## src/rtl/jt12_mix_pkg.sv

```systemverilog
// rtl/jt12_mix_pkg.sv - shared types and sizing helpers for the stereo channel mixer
package jt12_mix_pkg;

  typedef enum logic [1:0] {
    ST_IDLE = 2'd0,
    ST_ACC  = 2'd1,
    ST_DONE = 2'd2
  } mix_state_e;

  // Sized so that CH full-scale signed*unsigned products can never overflow the sum.
  function automatic int acc_width(input int ch, input int w, input int gw);
    return w + gw + $clog2(ch) + 1;
  endfunction

endpackage

```

## src/rtl/jt12_mix_sat.sv

```systemverilog
// rtl/jt12_mix_sat.sv - arithmetic right shift followed by signed saturation with clip flag
module jt12_mix_sat #(
  parameter int IW = 27,
  parameter int SH = 7,
  parameter int OW = 16
) (
  input  logic signed [IW-1:0] din_i,
  output logic signed [OW-1:0] dout_o,
  output logic                 clip_o
);

  logic signed [IW-1:0] shifted;

  assign shifted = din_i >>> SH;

  // The value fits in OW bits exactly when every bit from OW-1 upward matches the sign.
  assign clip_o = (shifted[IW-1:OW-1] != {(IW-OW+1){shifted[IW-1]}});

  assign dout_o = clip_o ? (shifted[IW-1] ? {1'b1, {(OW-1){1'b0}}} : {1'b0, {(OW-1){1'b1}}})
                         : shifted[OW-1:0];

endmodule

```

## src/rtl/jt12_mix.sv

```systemverilog
// rtl/jt12_mix.sv - sequential per-channel gain/mute stereo mixer with saturation and overrun flag
module jt12_mix
  import jt12_mix_pkg::*;
#(
  parameter int CH = 4,
  parameter int W  = 16,
  parameter int GW = 8,
  parameter int OW = 16
) (
  input  logic                 clk,
  input  logic                 rst_n,
  input  logic                 cen,
  input  logic                 sample,
  input  logic [CH*W-1:0]      ch_in,
  input  logic [CH*GW-1:0]     gain_l,
  input  logic [CH*GW-1:0]     gain_r,
  input  logic [CH-1:0]        mute,
  output logic signed [OW-1:0] snd_left,
  output logic signed [OW-1:0] snd_right,
  output logic                 snd_sample,
  output logic                 clip_l,
  output logic                 clip_r,
  output logic                 overrun
);

  localparam int AW  = acc_width(CH, W, GW);
  localparam int IXW = (CH > 1) ? $clog2(CH) : 1;

  mix_state_e            state_q, state_d;
  logic [IXW-1:0]        idx_q, idx_d;
  logic [CH*W-1:0]       ch_q, ch_d;
  logic [CH*GW-1:0]      gl_q, gl_d;
  logic [CH*GW-1:0]      gr_q, gr_d;
  logic [CH-1:0]         mute_q, mute_d;
  logic signed [AW-1:0]  acc_l_q, acc_l_d;
  logic signed [AW-1:0]  acc_r_q, acc_r_d;
  logic signed [OW-1:0]  left_q, left_d;
  logic signed [OW-1:0]  right_q, right_d;
  logic                  clip_l_q, clip_l_d;
  logic                  clip_r_q, clip_r_d;
  logic                  smp_q, smp_d;
  logic                  ovr_q, ovr_d;

  logic signed [W-1:0]   cur_ch;
  logic [GW-1:0]         cur_gl;
  logic [GW-1:0]         cur_gr;
  logic                  cur_mute;
  logic signed [AW-1:0]  prod_l;
  logic signed [AW-1:0]  prod_r;
  logic signed [OW-1:0]  sat_l;
  logic signed [OW-1:0]  sat_r;
  logic                  sat_clip_l;
  logic                  sat_clip_r;

  always_comb begin
    cur_ch   = '0;
    cur_gl   = '0;
    cur_gr   = '0;
    cur_mute = 1'b0;
    for (int k = 0; k < CH; k++) begin
      if (idx_q == IXW'(k)) begin
        cur_ch   = ch_q[k*W +: W];
        cur_gl   = gl_q[k*GW +: GW];
        cur_gr   = gr_q[k*GW +: GW];
        cur_mute = mute_q[k];
      end
    end
  end

  // Gains are unsigned: widen with a zero MSB before the signed multiply.
  assign prod_l = cur_mute ? '0 : AW'(cur_ch) * AW'($signed({1'b0, cur_gl}));
  assign prod_r = cur_mute ? '0 : AW'(cur_ch) * AW'($signed({1'b0, cur_gr}));

  jt12_mix_sat #(.IW(AW), .SH(GW-1), .OW(OW)) u_sat_l (
    .din_i  (acc_l_q),
    .dout_o (sat_l),
    .clip_o (sat_clip_l)
  );

  jt12_mix_sat #(.IW(AW), .SH(GW-1), .OW(OW)) u_sat_r (
    .din_i  (acc_r_q),
    .dout_o (sat_r),
    .clip_o (sat_clip_r)
  );

  always_comb begin
    state_d  = state_q;
    idx_d    = idx_q;
    ch_d     = ch_q;
    gl_d     = gl_q;
    gr_d     = gr_q;
    mute_d   = mute_q;
    acc_l_d  = acc_l_q;
    acc_r_d  = acc_r_q;
    left_d   = left_q;
    right_d  = right_q;
    clip_l_d = clip_l_q;
    clip_r_d = clip_r_q;
    smp_d    = 1'b0;
    ovr_d    = 1'b0;
    if (cen) begin
      case (state_q)
        ST_IDLE: begin
          if (sample) begin
            ch_d    = ch_in;
            gl_d    = gain_l;
            gr_d    = gain_r;
            mute_d  = mute;
            acc_l_d = '0;
            acc_r_d = '0;
            idx_d   = '0;
            state_d = ST_ACC;
          end
        end
        ST_ACC: begin
          ovr_d   = sample;
          acc_l_d = acc_l_q + prod_l;
          acc_r_d = acc_r_q + prod_r;
          if (idx_q == IXW'(CH-1)) begin
            idx_d   = '0;
            state_d = ST_DONE;
          end else begin
            idx_d = idx_q + 1'b1;
          end
        end
        ST_DONE: begin
          ovr_d    = sample;
          left_d   = sat_l;
          right_d  = sat_r;
          clip_l_d = sat_clip_l;
          clip_r_d = sat_clip_r;
          smp_d    = 1'b1;
          state_d  = ST_IDLE;
        end
        default: state_d = ST_IDLE;
      endcase
    end
  end

  always_ff @(posedge clk or negedge rst_n) begin
    if (!rst_n) begin
      state_q  <= ST_IDLE;
      idx_q    <= '0;
      ch_q     <= '0;
      gl_q     <= '0;
      gr_q     <= '0;
      mute_q   <= '0;
      acc_l_q  <= '0;
      acc_r_q  <= '0;
      left_q   <= '0;
      right_q  <= '0;
      clip_l_q <= 1'b0;
      clip_r_q <= 1'b0;
      smp_q    <= 1'b0;
      ovr_q    <= 1'b0;
    end else begin
      state_q  <= state_d;
      idx_q    <= idx_d;
      ch_q     <= ch_d;
      gl_q     <= gl_d;
      gr_q     <= gr_d;
      mute_q   <= mute_d;
      acc_l_q  <= acc_l_d;
      acc_r_q  <= acc_r_d;
      left_q   <= left_d;
      right_q  <= right_d;
      clip_l_q <= clip_l_d;
      clip_r_q <= clip_r_d;
      smp_q    <= smp_d;
      ovr_q    <= ovr_d;
    end
  end

  assign snd_left   = left_q;
  assign snd_right  = right_q;
  assign snd_sample = smp_q;
  assign clip_l     = clip_l_q;
  assign clip_r     = clip_r_q;
  assign overrun    = ovr_q;

endmodule

```

## config.mk

```make
export PLATFORM = sky130hd
export DESIGN_NAME = jt12_mix
export DESIGN_NICKNAME = d
export VERILOG_FILES = /design/src/rtl/jt12_mix_pkg.sv /design/src/rtl/jt12_mix_sat.sv /design/src/rtl/jt12_mix.sv
export SDC_FILE = /design/constraint.sdc
export NUM_CORES = 1
export LEC_CHECK = 0
export CORE_ASPECT_RATIO = 1.4
export CORE_MARGIN = 5
export CORE_UTILIZATION = 42
export DETAILED_ROUTE_END_ITERATION = 16
export GPL_TIMING_DRIVEN = 0
export HOLD_SLACK_MARGIN = 0.15
export PLACE_DENSITY = 0.63
export REMOVE_ABC_BUFFERS = 1
export SYNTH_ARGS = -nofsm -noshare
export SYNTH_HDL_FRONTEND = slang
export SYNTH_SLANG_ARGS = --single-unit
```

## constraint.sdc

```tcl
create_clock -name clk -period 9.2 [get_ports clk]
set_input_delay 1.84 -clock clk [delete_from_list [all_inputs] [get_ports clk]]
set_output_delay 1.84 -clock clk [all_outputs]
set_load 0.05 [all_outputs]
```

After elaboration in Yosys (flattened, before gate mapping)
Cells that the tools add are included.
{"block": "classes", "addsub": 3, "multipliers": 2, "n_eq_ne": 9, "muxes": 35, "n_reduce_logical": 8}
{"operator": "16-bit two-way mux", "n": 8}
{"operator": "27-bit one-hot mux with 2 select lines", "n": 2}
{"operator": "27-bit two-way mux", "n": 3}
{"operator": "8-bit two-way mux", "n": 8}
{"operator": "27-bit adder", "n": 2}
{"operator": "16-bit by 9-bit multiplier with 25-bit output", "n": 2}
{"operator": "3-bit AND reduction", "n": 3}
{"operator": "1-bit two-way mux", "n": 8}
{"operator": "2-bit two-way mux", "n": 4}
{"operator": "4-bit inequality test", "n": 2}
{"operator": "2-bit one-hot mux with 2 select lines", "n": 2}
{"operator": "2-bit == test (second input constant)", "n": 3}
{"operator": "2-bit by 1-bit == test with 1-bit output (second input constant)", "n": 2}
{"operator": "2-bit zero test", "n": 2}
{"operator": "2-bit inequality test (second input constant)", "n": 2}
{"operator": "2-bit by 1-bit adder with 2-bit output (second input constant)", "n": 1}
{"operator": "2-bit AND reduction", "n": 1}
{"operator": "2-bit nonzero test", "n": 1}
{"operator": "2-bit OR reduction", "n": 1}
{"block": "totals", "register_bits": 226, "in_bits": 136, "elab_cells": 71}

Longest topological paths before layout
Gate-level depths: netlist of run 1.
{"block": "logic_depth", "depth_word": 9, "ltp_mapped": 41, "mapped_depth_nobuf": 40}

Hierarchy
A second synthesis of run 1 with hierarchy kept.
{"block": "unflattened", "hier_cells": 2436, "hier_area_um2": 22292.6}
{"module": "jt12_mix", "n_inst": 1, "cells_each": 2308, "area_per_inst_um2": 21181.6, "seq_area_each_um2": 5655.4}
{"module": "jt12_mix_sat", "n_inst": 2, "cells_each": 64, "area_per_inst_um2": 555.5, "seq_area_each_um2": 0.0}

Worst setup path after synthesis of run 1
Ideal clock, no wire load.
{"block": "synth_timing", "kind": "register -> register", "from": "reg idx_q[1]", "to": "reg acc_r_q[26]", "setup_ps": 124, "arrival_ps": 8055, "required_time_ps": 9076, "path_slack_ps": 1021, "stages_incl_launch_ff": 37, "cell_sequence": "dfrtp_1 inv_1 ha_1 clkbuf_1 clkbuf_1 a22oi_1 nor2_1 a21oi_1 o21ai_1 clkbuf_1 nand2_1 fa_1 inv_1 fa_1 fa_1 inv_1 fa_1 inv_1 ha_1 a21oi_1 o21bai_1 o31a_1 a41oi_1 nand2b_1 a21oi_1 xor2_1 nor2_1 ha_1 nand4_1 a2111oi_1 a21oi_1 a221oi_1 nand4_1 a31oi_1 a21bo_1 and3_1 a211o_1"}
{"block": "synth_via", "elab_chain_cells": 9}
{"item": "start, declared", "line_no": "jt12_mix.sv:30", "rtl": "logic [IXW-1:0] idx_q, idx_d;"}
{"item": "start signal, assigned", "line_no": "jt12_mix.sv:158", "rtl": "idx_q <= idx_d;"}
{"item": "2-bit zero test", "line_no": "jt12_mix.sv:61", "rtl": "if (idx_q == IXW'(k)) begin"}
{"item": "16-bit two-way mux / 8-bit two-way mux (equally long branches) (4 in a row)", "line_no": "jt12_mix.sv:61"}
{"item": "16-bit by 9-bit multiplier with 25-bit output", "line_no": "jt12_mix.sv:72", "rtl": "assign prod_r = cur_mute ? '0 : AW'(cur_ch) * AW'($signed({1'b0, cur_gr}));"}
{"item": "27-bit two-way mux (*)", "line_no": "jt12_mix.sv:72"}
{"item": "27-bit adder (*)", "line_no": "jt12_mix.sv:118", "rtl": "acc_r_d = acc_r_q + prod_r;"}
{"item": "27-bit one-hot mux with 2 select lines (*)", "line_no": "jt12_mix.sv:102", "rtl": "case (state_q)"}
{"item": "end signal, assigned", "line_no": "jt12_mix.sv:164", "rtl": "acc_r_q <= acc_r_d;"}
{"item": "end, declared", "line_no": "jt12_mix.sv:36", "rtl": "logic signed [AW-1:0] acc_r_q, acc_r_d;"}
Mark *: on every way between the ends. The rest lies on a longest branch, timed or not.
A chain may end at the register's enable or synchronous reset.

Worst setup path in the final report of run 1
{"block": "layout_timing", "from": "reg idx_q[0]", "to": "reg acc_l_q[25]"}
{"block": "layout_via", "elab_chain_cells": 9}
{"item": "2-bit zero test", "line_no": "jt12_mix.sv:61"}
{"item": "16-bit two-way mux / 8-bit two-way mux (equally long branches) (4 in a row)", "line_no": "jt12_mix.sv:61"}
{"item": "16-bit by 9-bit multiplier with 25-bit output", "line_no": "jt12_mix.sv:71", "rtl": "assign prod_l = cur_mute ? '0 : AW'(cur_ch) * AW'($signed({1'b0, cur_gl}));"}
{"item": "27-bit two-way mux (*)", "line_no": "jt12_mix.sv:71"}
{"item": "27-bit adder (*)", "line_no": "jt12_mix.sv:117", "rtl": "acc_l_d = acc_l_q + prod_l;"}
{"item": "27-bit one-hot mux with 2 select lines (*)", "line_no": "jt12_mix.sv:102"}
{"item": "end signal, assigned", "line_no": "jt12_mix.sv:163", "rtl": "acc_l_q <= acc_l_d;"}
{"item": "end, declared", "line_no": "jt12_mix.sv:35", "rtl": "logic signed [AW-1:0] acc_l_q, acc_l_d;"}
Marked as above.

==> metrics.md, run 1 <==
| Metric | Value |
|---|---|
| Min cycle time layout | 8.82 ns |
| Die Ht | 278 um |
| Area occupied by multi-input gates | 14600 um^2 |
| Max-slew headroom | 14.2% |
| DR iter-0 viols | 857 |
| Initial antenna violation count | 0 |
| Final period utilization | 95.9% |
| Drt pass-1 iters | 5 |
| Leading post-synthesis cells by cell area | dfrtp_1 (26%), fa_1 (19%), nand2_1 (11%) |
| Crit path launch type | flip-flop |
| Worst r2r src | idx_q[0]$_DFFE_PN0P_ |
| Die area | 56200 um^2 |
| Worst skew pair latency | 0.56 ns |
| Top cell by count, worst path | nor2_1 |
| Num rows | 98 |
| Core area | 51000 um^2 |
| HPWL after DPL | 42600 um |
| Area Overhead vs Synth | 17.4% |
| Status | finished, final reports clean |
| Total Wirelength | 56100 um |
| Clk_skew | 0.0149 ns |
| Num CTS Buffers | 26 |
| Register area | 5660 um^2 |
| Number of synthesized flops with an enable pin | 0 |
| Hold Crit Start | ch_q[39]$_DFFE_PN0P_ |
| Syn. warnings | 0 |
| Vias in the first global route | 18600 |
| R2r setup slk | 0.38 ns |
| R2R Path End | acc_l_q[25]$_DFFE_PN0P_ |
| Final TNS setup | 0 ns |
| Final setup viols | 0 |
| Worst EP required | 9.63 ns |
| Worst stage delay on the critical path | 0.54 ns |
| Filler cell count | 4937 |
| Post-layout nets | 3303 |
| Clock sinks | 226 |
| Synthesized area per cell | 8.04 um^2 |
| Fraction of layout cells with a size suffix above 1 | 5.85% |
| Synth top area share | 26.2% |
| Class of the most critical setup path | reg -> reg |
| Max Cap Viol | 0 |
| Delay-heaviest family, CP | adder cells |
| Register bit count reported by yosys | 226 |
| Max frequency | 113 MHz |
| Root buf cell | clkbuf_16 |
| DR vias/cell | 5.15 |
| Ys async rst share | 100% |
| WL per Instance | 16.2 um |
| Fin. Hold Viols | 0 |
| Hold endpoint | ch_q[39]$_DFFE_PN0P_ |
| Final ANT Viol Nets | 0 |
| Hold Buf Count CTS | 0 |
| Overall Global Routing Usage | 19.5% |
| Total global routing overflow | 0 |
| Crit path buf inv count | 5 |
| Hold Path Cell Cnt | 2 |
| Tightest Pin Transition | 1.27 ns |
| H-tree levels | 1 |
| Main synth FF type | dfrtp_1 |
| Routed vias | 17900 |
| Worst-path clk slew | 0.07 ns |
| Distinct cell type count after synthesis | 84 |
| ANT cells | 0 |
| Unrepaired setup endpoints after global routing | true |
| CTS max path bufs | 3 |
| Worst setup path startpoint | idx_q[0]$_DFFE_PN0P_ |
| Port bufs | 171 |
| CP max FO | 12 |
| CP Capture Type | flip-flop |
| Syn Inst Count | 2689 |
| Global-route wire length before repair | 92300 um |
| Worst path slowest cell | a2111oi_1 |
| Worst r2r path cells | 37 |
| CTS tree | yes |
| Critical Path AT | 9.26 ns |
| GPL Wtd Cong | 0.901 |
| Final Max Tran Viols | 0 |
| Sequential fraction of the synthesis area | 26.2% |
| Drt drc | 0 |
| Largest net degree at the start of global routing | 110 |
| Number of primary I/O pins | 172 |
| Hold Path Class | reg -> reg |
| Yosys top cell by area | dfrtp_1 |
| Final hold slack | 0.473 ns |
| Mapped Area | 21600 um^2 |
| DIE WIDTH | 202 um |
| Initial Util | 42.4% |
==> through the flow <==
stage	instances	util (%)	worst slack (ns)	instance area [um^2]
2_1_floorplan	2571	-	0.219	21100
5_1_grt	3471	49.7	-0.162	25400
3_5_place_dp	3401	46.9	-1.97	23900
6_report	3471	49.7	0.377	25400
3_3_place_gp	3392	46.4	-3.78	23700
4_1_cts	3447	48.8	-0.0721	24900
==> worst max path at each step <==
stage                                    to  slack (ns)  depth (start not counted)
finish              acc_l_q[25]$_DFFE_PN0P_        0.38                         37
global route        acc_l_q[25]$_DFFE_PN0P_       -0.16                         39
CTS                 acc_r_q[26]$_DFFE_PN0P_       -0.07                         34
detailed placement  acc_r_q[26]$_DFFE_PN0P_       -1.97                         34
global placement    acc_l_q[24]$_DFFE_PN0P_       -3.78                          1
floorplan           acc_l_q[26]$_DFFE_PN0P_        0.22                         28
==> timing repair <==
action | CTS | global route
hold endpoints to repair | 0 | 0
setup endpoints to repair | 24 | 8
resized for setup | 21 | 52
pin swaps | 0 | 8
cloned | 0 | 1
setup buffers | 0 | 23
==> layout make-up <==
class,instances,share of cell area [%]
multi-input cells,1998,57.4
inverters,348,5.15
flip-flops and latches,226,22.3
clock inverters,9,0.606
repair buffers,203,8.51
well taps,650,3.20
clock buffers,37,2.85
==> tightest hold or removal path, cell delays in order (launching register included) <==
cell and delay, ns:
dfrtp_1 0.34, nand2_1 0.05, nand2_1 0.05
==> metal layers <==
| layer | GRT usage [%] | vias up | wire length (um) |
|---|---|---|---|
| li1 | - | 8790 | - |
| met1 | 24.7 | 8599 | 24000 |
| met2 | 34.7 | 386 | 28100 |
| met3 | 2.18 | 102 | 2080 |
| met4 | 6.68 | 0 | 1950 |
| met5 | 0 | - | 0 |
==> cells in the final DEF, fill, tap and decap left out, types with 5 or more instances in the layout <==
cell type | Yosys | routed
o21ai_0 | 124 | 124
a21o_2 | 2 | 12
buf_16 | 0 | 6
a21o_1 | 56 | 39
a21o_4 | 0 | 7
clkdlybuf4s50_1 | 0 | 170
buf_12 | 0 | 6
clkbuf_16 | 0 | 27
o31ai_1 | 7 | 7
nand2_1 | 649 | 647
buf_4 | 0 | 19
a31oi_1 | 8 | 7
nand2b_1 | 17 | 17
inv_1 | 348 | 348
clkbuf_1 | 105 | 9
o21a_1 | 5 | 5
dfrtp_1 | 226 | 226
nand3_1 | 55 | 54
xnor2_1 | 43 | 43
a211oi_1 | 16 | 15
nor2_1 | 261 | 260
fa_1 | 206 | 205
a211o_1 | 5 | 5
a21oi_4 | 0 | 5
o21bai_1 | 20 | 20
ha_1 | 158 | 154
nor2b_1 | 12 | 11
a21oi_1 | 158 | 139
a22oi_1 | 10 | 10
nor3_1 | 22 | 22
and2_1 | 17 | 17
a21oi_2 | 0 | 14
and3_1 | 15 | 14
o211ai_1 | 8 | 8
nand4_1 | 5 | 5
xor2_1 | 33 | 33
==> sequential cells by signal, summed over array words and instances, names as in the netlist <==
name        flops
ch_q           64
gl_q           32
gr_q           32
acc_l_q        27
acc_r_q        27
snd_left       16
snd_right      16
mute_q          4
idx_q           2
state_q         2
clip_l          1
clip_r          1
overrun         1
snd_sample      1
==> kinds of logic after synthesis <==
group,count (synthesis),synth area share (%)
xor+xnor,76,3.08
mux,5,0.272
flops,226,26.2
buf+inv,466,8.27
simple gates,1087,20.8
compound gates,464,13.2
fa+ha+maj,365,28.3
==> synthesized netlist by cell type (all sizes together), types with 6 or more instances <==
cell type  instances
nand4              6
o21ai            132
clkbuf           108
nand3             56
nor2             263
o31ai              8
and2              18
or3                8
xnor2             43
a22oi             10
o21bai            20
dfrtp            226
inv              348
nor3              22
a31oi              9
fa               206
a211o              6
ha               158
nand2            649
xor2              33
o211ai             8
buf               10
a21o              58
a211oi            17
nand2b            17
and3              16
o21a               7
nor2b             12
a21oi            158
Power of run 1 is not shown: default switching activity piles up to over one toggle a cycle in this logic, so the estimate is an artifact.
==> inputs of run 2 (changes only) <==
--- a/config.mk
+++ b/config.mk
@@ -8,10 +8,12 @@
 export CORE_ASPECT_RATIO = 1.4
 export CORE_MARGIN = 5
 export CORE_UTILIZATION = 42
+export CTS_BUF_LIST = sky130_fd_sc_hd__clkbuf_8
 export DETAILED_ROUTE_END_ITERATION = 16
 export GPL_TIMING_DRIVEN = 0
 export HOLD_SLACK_MARGIN = 0.15
 export PLACE_DENSITY = 0.63
+export RECOVER_POWER = 50
 export REMOVE_ABC_BUFFERS = 1
 export SYNTH_ARGS = -nofsm -noshare
 export SYNTH_HDL_FRONTEND = slang
==> run 2 against run 1 <==
Compared with the run above: the flow now finishes with violations (max-capacitance violations, max-slew violations); die area stayed put; final cell count is 0.72% higher; register-to-register slack better by 0.07 ns; clock skew is 0.018 ns higher; setup slack better by 0.066 ns; fmax is 0.75% higher; clock-buffer cell count is 15 higher.
==> metrics.md, run 2 (synthesis gave the netlist of run 1 again) <==
| Metric | Value |
|---|---|
| Tightest Pin Transition | 5.32 ns |
| CTS tree | yes |
| CTS max path bufs | 3 |
| Number of primary I/O pins | 172 |
| Final Max Tran Viols | 267 |
| Clk_skew | 0.0333 ns |
| Largest register FFs | 64 |
| M3 GR Usage | 2.63% |
| Worst stage delay on the critical path | 0.56 ns |
| Die Ht | 278 um |
| Violated checks | max-capacitance violations, max-slew violations |
| Hold Crit Start | ch_q[39]$_DFFE_PN0P_ |
| Worst r2r src | idx_q[1]$_DFFE_PN0P_ |
| Port bufs | 171 |
| Fin. Hold Viols | 0 |
| Met1 global-route usage | 24.9% |
| H-tree levels | 2 |
| HPWL after DPL | 42600 um |
| Initial Util | 42.4% |
| Hold Path Class | reg -> reg |
| Drt pass-1 iters | 5 |
| Max-slew headroom | -255% |
| Core area | 51000 um^2 |
| Final hold slack | 0.472 ns |
| Crit path buf inv count | 6 |
| Initial antenna violation count | 1 |
| Delay-heaviest family, CP | adder cells |
| Max Cap Viol | 3 |
| Regs by FF count | ch_q: 64 flops, gl_q: 32 flops, gr_q: 32 flops |
| Final period utilization | 95.2% |
| R2r setup slk | 0.44 ns |
| Met2 usage | 35.3% |
| Global-route wire length before repair | 93100 um |
| Gr busiest metal | met2 |
| Overall Global Routing Usage | 19.8% |
| Hold endpoint | ch_q[39]$_DFFE_PN0P_ |
| Commonest non-fill, non-tap cell in the layout | nand2_1 |
| Num rows | 98 |
| Critical Path AT | 9.24 ns |
| Fraction of layout cells with a size suffix above 1 | 6.50% |
| Worst-path clk slew | 0.07 ns |
| DR vias/cell | 5.13 |
| Die area | 56200 um^2 |
| Num CTS Buffers | 40 |
| Final setup viols | 0 |
| Min cycle time layout | 8.76 ns |
| R2R Path End | acc_r_q[26]$_DFFE_PN0P_ |
| Post-layout nets | 3314 |
| Crit path launch type | flip-flop |
| Top reg by flops | ch_q |
| DR iter-0 viols | 958 |
| Total global routing overflow | 0 |
| Max frequency | 114 MHz |
| CP Capture Type | flip-flop |
| DIE WIDTH | 202 um |
| Worst r2r path cells | 36 |
| Worst EP required | 9.68 ns |
| Area Overhead vs Synth | 16.9% |
| Commonest cells after routing, fill and taps aside | nand2_1 (648), inv_1 (361), nor2_1 (260), dfrtp_1 (226), fa_1 (205) |
| WL per Instance | 16.2 um |
| Routed vias | 18000 |
| Vias in the first global route | 18700 |
| CP max FO | 45 |
| GPL Wtd Cong | 0.901 |
| Drt drc | 0 |
| Hold Buf Count CTS | 0 |
| Hold Path Cell Cnt | 2 |
| Total Wirelength | 56600 um |
| Status | complete, but fails checks |
| Worst path slowest cell | fa_1 |
| Class of the most critical setup path | reg -> reg |
| Root buf cell | clkbuf_8 |
| Worst skew pair latency | 0.62 ns |
| Largest net degree at the start of global routing | 110 |
| Final ANT Viol Nets | 0 |
| Clock sinks | 226 |
[run 2: repair_timing]
action	4_1_cts	5_1_grt
pin swaps	0	9
gates cloned	1	0
setup buffers	1	19
setup endpoints to repair	24	7
resized for setup	22	58
[run 2: layout make-up]
cell class                 count  area [um^2]
multi-input combinational   1998        14600
antenna                        1         2.50
clock inverter                21          119
clock buffer                  52          716
sequential                   226         5660
timing repair buffer         200         2070
fill                        4958        25700
inverter                     348         1310
tap                          650          813
[run 2: worst min-delay path, stage by stage, from the launching register on]
cell	delay [ns]
dfrtp_1	0.34
nand2_1	0.05
nand2_1	0.05
[run 2: stage by stage]
step	TNS (ns)	worst slack, ns	instance area [um^2]	cells	utilization (%)
6_report	0	0.442	25300	3496	49.6
5_1_grt	-0.0791	-0.0409	25300	3496	49.6
4_1_cts	0	0.0159	24900	3476	48.8
3_5_place_dp	-21.35	-1.97	23900	3401	46.9
3_3_place_gp	-875.92	-3.78	23700	3392	46.4
2_1_floorplan	0	0.219	21100	2571	-
[run 2: routing by layer]
layer  routed length, um  vias up
li1                    -     8818
met1               24100     8656
met2               28700      383
met3                2140       94
met4                1700        0
met5                   0        -
[run 2: how the worst max path moves through the flow]
stage / startpoint / endpoint / slack [ns] / depth (start not counted)
final: idx_q[1]$_DFFE_PN0P_ / acc_r_q[26]$_DFFE_PN0P_ / 0.44 / 36
after global routing: idx_q[1]$_DFFE_PN0P_ / acc_r_q[26]$_DFFE_PN0P_ / -0.04 / 36
after CTS: idx_q[1]$_DFFE_PN0P_ / acc_l_q[26]$_DFFE_PN0P_ / 0.02 / 34
after detailed placement: idx_q[0]$_DFFE_PN0P_ / acc_r_q[26]$_DFFE_PN0P_ / -1.97 / 34
after global placement: rst_n / acc_l_q[24]$_DFFE_PN0P_ / -3.78 / 1
after floorplan: idx_q[0]$_DFFE_PN0P_ / acc_l_q[26]$_DFFE_PN0P_ / 0.22 / 28
Power of run 2 is left out for the same reason.
==> inputs of run 3 (changes only) <==
--- a/config.mk
+++ b/config.mk
@@ -12,7 +12,6 @@
 export DETAILED_ROUTE_END_ITERATION = 16
 export GPL_TIMING_DRIVEN = 0
 export HOLD_SLACK_MARGIN = 0.15
-export PLACE_DENSITY = 0.63
 export RECOVER_POWER = 50
 export REMOVE_ABC_BUFFERS = 1
 export SYNTH_ARGS = -nofsm -noshare
==> run 3 against run 2 <==
Compared with the run above: wire length down 0.97%; die area unchanged; the run still ends with max-capacitance violations, max-slew violations left; register-to-register slack lost 0.03 ns; via count shrank 1.2%; critical path depth down 4; sequential share of layout area rose by 0.16 points; highest routed layer unchanged; first-iteration DRC count shrank 11%.
==> metrics.md, run 3 (synthesis gave the netlist of run 1 again) <==
| Metric | Value |
|---|---|
| Num CTS Buffers | 40 |
| Final period utilization | 95.6% |
| Regs by FF count | ch_q: 64 flops, gl_q: 32 flops, gr_q: 32 flops |
| Clk_skew | 0.0208 ns |
| Overall Global Routing Usage | 19.7% |
| Largest net degree at the start of global routing | 110 |
| Final setup viols | 0 |
| DIE WIDTH | 202 um |
| Area Overhead vs Synth | 16.1% |
| Post-layout nets | 3304 |
| HPWL after DPL | 42500 um |
| Total global routing overflow | 0 |
| Unrepaired setup endpoints after global routing | true |
| Max frequency | 114 MHz |
| Commonest cells after routing, fill and taps aside | nand2_1 (648), inv_1 (359), nor2_1 (260), dfrtp_1 (226), fa_1 (206) |
| Commonest non-fill, non-tap cell in the layout | nand2_1 |
| Hold Path Class | reg -> reg |
| WL per Instance | 16.1 um |
| CTS tree | yes |
| Violated checks | max-capacitance violations, max-slew violations |
| Die area | 56200 um^2 |
| Area occupied by multi-input gates | 14500 um^2 |
| DR vias/cell | 5.09 |
| Largest register FFs | 64 |
| DR iter-0 viols | 848 |
| Initial Util | 42.4% |
| Worst EP required | 9.73 ns |
| Top reg by flops | ch_q |
| Filler cell count | 5018 |
| Routed vias | 17700 |
| H-tree levels | 2 |
| Final Max Tran Viols | 272 |
| Worst stage delay on the critical path | 0.85 ns |
| Critical Path AT | 9.33 ns |
| Top cell by count, worst path | a21oi_1 |
| Vias in the first global route | 18600 |
| CTS max path bufs | 3 |
| Register area | 5660 um^2 |
| Port bufs | 171 |
| Die Ht | 278 um |
| Total Wirelength | 56100 um |
| Fin. Hold Viols | 0 |
| Class of the most critical setup path | reg -> reg |
| Drt drc | 0 |
| Fraction of layout cells with a size suffix above 1 | 6.00% |
| CP Capture Type | flip-flop |
| Root buf cell | clkbuf_8 |
| Max Cap Viol | 3 |
| Max-slew headroom | -298% |
| Clock sinks | 226 |
| Fin util | 49.2% |
| Crit path launch type | flip-flop |
| Drt pass-1 iters | 5 |
| Final ANT Viol Nets | 0 |
| Min cycle time layout | 8.79 ns |
| Initial antenna violation count | 1 |
| Num rows | 98 |
| Worst path slowest cell | a21oi_1 |
| Worst-path clk slew | 0.07 ns |
| Tightest Pin Transition | 5.97 ns |
| Number of primary I/O pins | 172 |
| Worst skew pair latency | 0.59 ns |
| GPL Wtd Cong | 0.886 |
| Core area | 51000 um^2 |
| Status | complete, but fails checks |
| CP max FO | 50 |
| Global-route wire length before repair | 93100 um |
==> run 3: cell count changes in the layout (fill, tap and decap cells not counted), sizes merged <==
cell	change
clkbuf	+4
buf	-11
inv	+1
bufinv	-1
clkdlybuf4s25	-1
clkinvlp	-2
==> run 3: layout make-up <==
class / count / area share (%)
Antenna cell: 1 / 0.00997
Tap cell: 650 / 3.24
Clock buffer: 54 / 2.96
Inverter: 348 / 5.20
Multi-Input combinational cell: 1998 / 57.9
Timing Repair Buffer: 190 / 7.82
Sequential cell: 226 / 22.5
Clock inverter: 19 / 0.369
==> run 3: repair_timing <==
item | CTS | global route
buffers inserted | 0 | 9
hold buffers | 0 | 0
pin swaps | 0 | 5
hold endpoints to repair | 0 | 0
setup endpoints to repair | 23 | 10
gates resized for setup | 23 | 45
cloned | 1 | 0
==> run 3: worst max-delay path, delay by kind of cell, from the launching register on <==
family,cells,cell delay [ns]
multiplexers,1,0.28
flip-flops,1,0.47
adder cells (fa/ha/maj),7,2.99
buffers and inverters,4,0.55
AO/OA/AOI/OAI,11,2.67
AND/OR/NAND/NOR,8,1.59
XOR/XNOR,1,0.16
==> run 3: layer usage <==
layer  vias to the layer above  GRT usage, %  wire length [um]
met5                         -             0                 0
met4                         0          6.05              1610
met3                        89          2.04              1850
met2                       349          34.8             27800
met1                      8498          25.4             24700
li1                       8804             -                 -
==> run 3: path summary, 6_finish.rpt <==
path	from	endpoint	slack [ns]	cells past startpoint
max	idx_q[0]$_DFFE_PN0P_	acc_l_q[26]$_DFFE_PN0P_	0.41	32
min reg2reg	ch_q[44]$_DFFE_PN0P_	ch_q[44]$_DFFE_PN0P_	0.47	2
min in group asynchronous	rst_n	ch_q[33]$_DFFE_PN0P_	1.39	1
max in group asynchronous	rst_n	ch_q[12]$_DFFE_PN0P_	1.53	2
min	ch_q[44]$_DFFE_PN0P_	ch_q[44]$_DFFE_PN0P_	0.47	2
max reg2reg	idx_q[0]$_DFFE_PN0P_	acc_l_q[26]$_DFFE_PN0P_	0.41	32
==> run 3: through the flow <==
stage / instance area (um^2) / setup TNS, ns / hold slack [ns] / std cells / setup slack, ns
after floorplan: 21100 / 0 / 0.446 / 2571 / 0.219
after global placement: 23700 / -896.43 / 0.458 / 3392 / -3.87
after detailed placement: 23900 / -18.69 / 0.463 / 3402 / -1.96
after CTS: 24900 / 0 / 0.477 / 3476 / 0.000251
after global routing: 25100 / -0.142 / 0.492 / 3486 / -0.0520
final: 25100 / 0 / 0.473 / 3486 / 0.408
Power of run 3 is left out for the same reason.
